==> src/rtl/sonic_trigger_scheduler.sv <==
// Time-multiplexed trigger sequencer for an ultrasonic sensor array: one group at a time
// goes through TRIG, LISTEN and GAP, and sensors whose echo did not complete are flagged.
module sonic_trigger_scheduler #(
  parameter int NUM_SENSORS   = 6,
  parameter int NUM_GROUPS    = 2,
  parameter int TRIG_CYCLES   = 500,
  parameter int LISTEN_CYCLES = 1500000,
  parameter int GAP_CYCLES    = 250000,
  localparam int AGW = (NUM_GROUPS > 1) ? $clog2(NUM_GROUPS) : 1
) (
  input  logic                   CLOCK_50,
  input  logic                   reset,
  input  logic                   enable,
  input  logic [NUM_GROUPS-1:0]  group_mask,
  input  logic [NUM_SENSORS-1:0] echo,
  output logic [NUM_SENSORS-1:0] trig,
  output logic [AGW-1:0]         active_group,
  output logic                   busy,
  output logic                   group_done,
  output logic                   round_done,
  output logic [NUM_SENSORS-1:0] timeout_flags,
  output logic [1:0]             state_dbg
);

  localparam int MAXC_TL = (TRIG_CYCLES > LISTEN_CYCLES) ? TRIG_CYCLES : LISTEN_CYCLES;
  localparam int MAXC    = (MAXC_TL > GAP_CYCLES) ? MAXC_TL : GAP_CYCLES;
  localparam int CW      = $clog2(MAXC) + 1;

  typedef enum logic [1:0] {IDLE, TRIG, LISTEN, GAP} state_t;

  state_t                 state, state_n;
  logic [CW-1:0]          cnt;
  logic [AGW-1:0]         group_q, grp_n, first_grp, above_grp, next_grp;
  logic                   first_found, above_found, wrap;
  logic [NUM_SENSORS-1:0] echo_s1, echo_s2, echo_s3;
  logic [NUM_SENSORS-1:0] echo_rise, echo_fall;
  logic [NUM_SENSORS-1:0] seen_rise, seen_fall, seen_fall_n, cur_bits;
  logic                   all_fall, listen_exit;

  function automatic logic [NUM_SENSORS-1:0] grp_bits(input logic [AGW-1:0] g);
    logic [NUM_SENSORS-1:0] m;
    for (int i = 0; i < NUM_SENSORS; i++) m[i] = ((i % NUM_GROUPS) == int'(g));
    return m;
  endfunction

  assign echo_rise   = echo_s2 & ~echo_s3;
  assign echo_fall   = ~echo_s2 & echo_s3;
  assign cur_bits    = grp_bits(group_q);
  // A fall only counts once its rise was seen, so an echo already high on entry never completes.
  assign seen_fall_n = seen_fall | (echo_fall & seen_rise);
  assign all_fall    = &(seen_fall_n | ~cur_bits);
  assign listen_exit = all_fall || (cnt == CW'(LISTEN_CYCLES - 1));

  // Lowest eligible group, and the next eligible group above the current one (wrapping).
  always_comb begin
    first_found = 1'b0;
    first_grp   = '0;
    above_found = 1'b0;
    above_grp   = '0;
    for (int g = 0; g < NUM_GROUPS; g++) begin
      if (group_mask[g] && !first_found) begin
        first_found = 1'b1;
        first_grp   = AGW'(g);
      end
      if (group_mask[g] && (g > int'(group_q)) && !above_found) begin
        above_found = 1'b1;
        above_grp   = AGW'(g);
      end
    end
    next_grp = above_found ? above_grp : first_grp;
    wrap     = !above_found;
  end

  always_comb begin
    state_n    = state;
    grp_n      = group_q;
    group_done = 1'b0;
    round_done = 1'b0;
    case (state)
      IDLE: begin
        if (enable && (|group_mask)) begin
          state_n = TRIG;
          grp_n   = first_grp;
        end
      end
      TRIG: begin
        if (cnt == CW'(TRIG_CYCLES - 1)) state_n = LISTEN;
      end
      LISTEN: begin
        if (listen_exit) begin
          state_n    = GAP;
          group_done = 1'b1;
        end
      end
      GAP: begin
        if (cnt == CW'(GAP_CYCLES - 1)) begin
          if (!enable || !(|group_mask)) begin
            state_n    = IDLE;
            round_done = 1'b1;
          end else begin
            state_n    = TRIG;
            grp_n      = next_grp;
            round_done = wrap;
          end
        end
      end
      default: state_n = IDLE;
    endcase
  end

  always_ff @(posedge CLOCK_50) begin
    if (reset) state <= IDLE;
    else       state <= state_n;
  end

  always_ff @(posedge CLOCK_50) begin
    if (reset) begin
      cnt           <= '0;
      group_q       <= '0;
      trig          <= '0;
      echo_s1       <= '0;
      echo_s2       <= '0;
      echo_s3       <= '0;
      seen_rise     <= '0;
      seen_fall     <= '0;
      timeout_flags <= '0;
    end else begin
      echo_s1 <= echo;
      echo_s2 <= echo_s1;
      echo_s3 <= echo_s2;
      group_q <= grp_n;
      trig    <= (state_n == TRIG) ? grp_bits(grp_n) : '0;
      if ((state_n != state) || (state == IDLE)) cnt <= '0;
      else                                       cnt <= cnt + 1'b1;
      if ((state == TRIG) && (state_n == LISTEN)) begin
        seen_rise <= '0;
        seen_fall <= '0;
      end else if (state == LISTEN) begin
        seen_rise <= seen_rise | echo_rise;
        seen_fall <= seen_fall_n;
      end
      if (group_done)
        timeout_flags <= (timeout_flags & ~cur_bits) | (~seen_fall_n & cur_bits);
    end
  end

  assign active_group = group_q;
  assign busy         = (state != IDLE);
  assign state_dbg    = state;

endmodule

==> config.mk <==
export PLATFORM = sky130hd
export DESIGN_NAME = sonic_trigger_scheduler
export DESIGN_NICKNAME = d
export VERILOG_FILES = /design/src/rtl/sonic_trigger_scheduler.sv
export SDC_FILE = /design/constraint.sdc
export NUM_CORES = 1
export LEC_CHECK = 0
export ABC_AREA = 1
export CAP_MARGIN = 20
export CELL_PAD_IN_SITES_DETAIL_PLACEMENT = 1
export CELL_PAD_IN_SITES_GLOBAL_PLACEMENT = 1
export CORE_MARGIN = 1.5
export CORE_UTILIZATION = 43
export CTS_CLUSTER_SIZE = 40
export DETAILED_ROUTE_END_ITERATION = 8
export DONT_BUFFER_PORTS = 1
export PLACE_DENSITY = 0.71
export SLEW_MARGIN = 20
export SYNTH_ARGS = -nofsm -noshare
export SYNTH_HDL_FRONTEND = slang
export SYNTH_SLANG_ARGS = --single-unit
==> constraint.sdc <==
create_clock -name CLOCK_50 -period 2.5 [get_ports CLOCK_50]
set_input_delay 0.125 -clock CLOCK_50 [delete_from_list [all_inputs] [get_ports CLOCK_50]]
set_output_delay 0.125 -clock CLOCK_50 [all_outputs]
set_load 0.005 [all_outputs]
Word level (Yosys, flattened, before mapping)
Index checks and enable logic that the tools add are counted.
Word-level totals
  flip-flop bits (word level): 67
  input bits: 11
  output and inout port bits: 18
  word-level logic and storage cells: 74
Operators by class
  add/subtract/negate cells: 1
  order comparisons: 1
  equality and inequality tests: 9
  multiplexer cells: 19
  bitwise operators: 16
  reductions and logical operators: 18
Operators with widths (number)
  6-bit bitwise AND: 5
  6-bit NOT: 4
  6-bit bitwise OR: 4
  22-bit by 1-bit adder with 22-bit output (second input constant): 1
  22-bit by 18-bit equality test with 1-bit output (second input constant): 1
  22-bit by 21-bit equality test with 1-bit output (second input constant): 1
  22-bit by 9-bit equality test with 1-bit output (second input constant): 1
  1-bit two-way mux: 13
  2-bit two-way mux: 4
  2-bit case mux with 4 select lines: 1
  2-bit OR reduction: 4
  2-bit equality test (second input constant): 3
  6-bit AND reduction: 1
  2-bit by 1-bit equality test with 1-bit output (second input constant): 2
  1-bit logical AND: 4
  1-bit zero test: 4
  1-bit logical OR: 3
  1-bit NOT: 3
  2-bit zero test: 1
  2-bit inequality test: 1
  1-bit case mux with 2 select lines: 1
  2-bit nonzero test: 1
  1-bit greater-than comparator (first input constant): 1

Depth between registers and ports, before layout
  depth in word-level cells: 12
  gate-level depth with buffers: 15

Worst setup path after synthesis
Ideal clock, no wire load.
  kind: flip-flop to flip-flop
  start point: register cnt[0]
  end point: register seen_rise[0]
  library setup time: 0.116 ns
  arrival time: 1.660 ns
  data required time: 2.384 ns
  setup slack: 0.724 ns
  cell stages (with the launch flop): 14
  buffers on the path: 1
  cells stage by stage: dfxtp_1 -> ha_1 -> nand4_2 -> nor2_4 -> nand3_1 -> nand2_1 -> nand2_1 -> nand2_1 -> nand2_1 -> nand2_1 -> nand3_1 -> nand2_1 -> buf_6 -> nor2_2
Between the ends
  word-level cells in the longest chain between the ends: 7
Ends and longest elaborated chain
  start, declared: RTL line 32  | logic [CW-1:0] cnt;
  start signal, assigned: RTL line 134  | else cnt <= cnt + 1'b1;
  22-bit by 21-bit equality test with 1-bit output: RTL line 52  | assign listen_exit = all_fall || (cnt == CW'(LISTEN_CYCLES - 1));
  1-bit logical OR: RTL line 52
  2-bit two-way mux: RTL line 90  | if (listen_exit) begin
  2-bit case mux with 4 select lines (*): RTL line 79  | case (state)
  2-bit equality test (*): RTL line 135  | if ((state == TRIG) && (state_n == LISTEN)) begin
  1-bit logical AND (*): RTL line 135
  2-bit OR reduction (no line) (*)
  end signal, assigned: RTL line 139  | seen_rise <= seen_rise | echo_rise;
  end, declared: RTL line 37  | logic [NUM_SENSORS-1:0] seen_rise, seen_fall, seen_fall_n, cur_bits;
Every way passes the cells marked *; elsewhere a longest branch is shown, timed or not.
A chain may end at the register's enable or synchronous reset.

==> impl_metrics.json <==
{
  "rsz0062_at_grt": "no",
  "nFillCells": 863,
  "synthTopCellsByCount": "dfxtp_1, inv_1, nor2_1",
  "seq_power_share": 0.439,
  "cts_setup_buffers": 0,
  "p_sw_uw": 856,
  "crit_type": "reg -> reg",
  "ys_warn_count": 0,
  "synthFlopType": "dfxtp_1",
  "synth_top_area_share": 0.422,
  "finalNetCount": 424,
  "peakVddDrop_mv": 0.381,
  "cts_sinks": 63,
  "synth_top_area_cell": "dfxtp_1",
  "avgSynthCellArea_sq_um": 7.50,
  "die-area_sq_mm": 0.00745,
  "power_mw": 2.56,
  "slowest_stage": "dfxtp_1",
  "clkLatencyLatePin_ns": 0.35,
  "r2r_setup_slack_ns": 0.50,
  "swShare": 0.334,
  "maxSlewHeadroom": 0.444,
  "synth_area_leaders": "dfxtp_1, inv_1, nor2_1, nor2_2, nand2_1",
  "clock_skew_ns": 0.00895,
  "diodes": 0,
  "p_leak_nw": 1.41,
  "vias_per_cell": 4.87,
  "track_usage": 0.191,
  "clk_pin_slew_ns": 0.08,
  "startpoint_type": "register",
  "synth_area_sq_mm": 0.00299,
  "grt_max_degree": 23,
  "clockRootBuffer": "clkbuf_8",
  "fmax_mhz": 500,
  "io-pin-count": 29,
  "fin_tns_setup_ns": 0,
  "syn_to_final_growth_pct": 10.7,
  "grt_pass1_vias": 2383,
  "synth_edf_count": 0,
  "core-area_sq_mm": 0.00676,
  "period_needed_ns": 2.00,
  "antenna_found_initial": 0,
  "cts-htree-levels": 3,
  "cp_num_buf_inv": 0,
  "worst_hold_path_type": "in -> reg",
  "clockBufferDepth": 2,
  "numCtsBuffers": 9,
  "overflow": 0,
  "fin_crit_sh": 0.800,
  "async_flop_share": 0,
  "reg2reg_depth": 9,
  "status": "completed",
  "ys_ff_latch": 63,
  "ys_types": 31,
  "final_cell_area_sq_mm": 0.00331,
  "r2r_start": "cnt[0]",
  "antenna_left": 0,
  "grt_first_pass_wirelength_mm": 10.8,
  "maxSlewViolCount": 0,
  "slowest_delay_ns": 0.39,
  "start_util": 0.442,
  "synthCells": 398,
  "wl_mm": 6.40,
  "wl_per_cell_um": 13.0,
  "critPathArrivalTime_ns": 2.27,
  "finalHoldViolations": 0,
  "gp_congestion": 0.794,
  "vias": 2402,
  "remaining_drc_errors": 0,
  "placed_area_sq_mm": 0.00304,
  "path_max_fanout": 6,
  "drt_iter0_markers": 51,
  "dp_hpwl_mm": 4.67,
  "drt_first_pass_iters": 4,
  "endpoint_kind": "register",
  "synth_seq_area_share": 0.422,
  "power_per_cell_area_mw_per_mm2": 774,
  "intPower_mw": 1.71,
  "cts_tree": "built",
  "ctsResizeCount": 0,
  "worstPathRequired_ns": 2.77,
  "path_delay_family": "simple AND/OR/NAND/NOR gates",
  "die_h_um": 86.3,
  "cts_hold_buf": 7,
  "hold_path_depth": 3,
  "hold_start": "reset",
  "rows": 30,
  "synth_nets": 414,
  "comb_power_share": 0.214,
  "numPortBuffers": 0,
  "die_x_um": 86.3,
  "path_cells": "ha_1 -> nand3_2 -> nor2_1 -> nand3_1 -> nand3_1 -> nand2_1 -> nor2_1 -> o21ai_1 -> a21oi_1",
  "drive_above_1_share": 0.189,
  "setup_viol": 0,
  "worst_pin_slew_ns": 0.831,
  "max_cap_viol_count": 0,
  "clockPowerShare": 0.348
}
-- metal layers --
metal	track usage	wire [um]
met1	0.230	2890
met2	0.316	3130
met3	0.0676	266
met4	0.0630	112
met5	0	0
-- sequential cells by signal (all words and copies together), names as in the netlist, named ones only --
register / cells
cnt: 22
echo_s1: 6
echo_s2: 6
echo_s3: 6
seen_fall: 6
seen_rise: 6
state_dbg: 2
trig: 2
active_group: 1
-- worst max-delay path by stage --
stage | from | to | cells past startpoint
floorplan | cnt[0] | seen_rise[0] | 13
global placement | cnt[0] | seen_fall[0] | 13
detailed placement | cnt[0] | seen_fall[0] | 13
CTS | cnt[0] | cnt[20] | 11
global route | cnt[0] | seen_fall[0] | 12
finish | cnt[0] | register | 9
-- power groups by stage --
stage | Sequential (mW) | Combinational (mW) | Clock (mW)
after floorplan | 1.13 | 0.469 | 0
after global placement | 1.15 | 0.523 | 0
after detailed placement | 1.15 | 0.531 | 0
after CTS | 1.13 | 0.551 | 0.922
after global routing | 1.14 | 0.621 | 0.960
final | 1.12 | 0.547 | 0.890
-- worst reg2reg max path: stages (launching register included) --
cell     delay (ns)
dfxtp_1        0.39
ha_1           0.28
nand3_2        0.18
nor2_1         0.14
nand3_1        0.11
nand3_1        0.13
nand2_1        0.11
nor2_1         0.33
o21ai_1        0.12
a21oi_1        0.15
-- layout make-up --
| cell class | count | area (sq um) | share of cell area |
|---|---|---|---|
| tap | 80 | 100 | 0.0303 |
| clock inverter | 6 | 70.1 | 0.0212 |
| clock buffer | 10 | 128 | 0.0386 |
| sequential | 63 | 1260 | 0.381 |
| multi-input combinational | 254 | 1380 | 0.418 |
| timing repair buffer | 9 | 97.6 | 0.0295 |
| inverter | 71 | 267 | 0.0806 |
-- cells by family (layout without fill, tap and decap cells) --
| group | count (synthesis) | after routing | synth area share |
|---|---|---|---|
| AOI/OAI and AO/OA | 36 | 36 | 0.0628 |
| and+or+nand+nor | 195 | 195 | 0.327 |
| xor gates and xnor gates | 18 | 18 | 0.0528 |
| adders and majority gates | 5 | 5 | 0.0209 |
| DFF | 63 | 63 | 0.422 |
| buffers and inverters | 81 | 96 | 0.114 |
-- cell usage in the layout (no fill, tap or decap), types with 6 or more instances in the layout --
cell / count
nor2_1: 62
o21ai_1: 8
inv_1: 63
nand3_1: 21
inv_2: 7
a21oi_1: 19
dlygate4sd3_1: 7
nor2_2: 36
clkbuf_8: 9
xor2_1: 14
dfxtp_1: 63
nand2_1: 53
o21ai_0: 6
-- stage by stage --
stage	std cells	setup slack [ns]	utilization	hold slack, ns
3_5_place_dp	470	0.513	0.450	0.202
2_1_floorplan	398	0.724	-	0.209
3_3_place_gp	470	0.597	0.450	0.200
4_1_cts	493	0.499	0.489	0.0543
5_1_grt	493	0.282	0.489	0.0575
6_report	493	0.500	0.489	0.0645
Power figures use the tool's default switching activity.
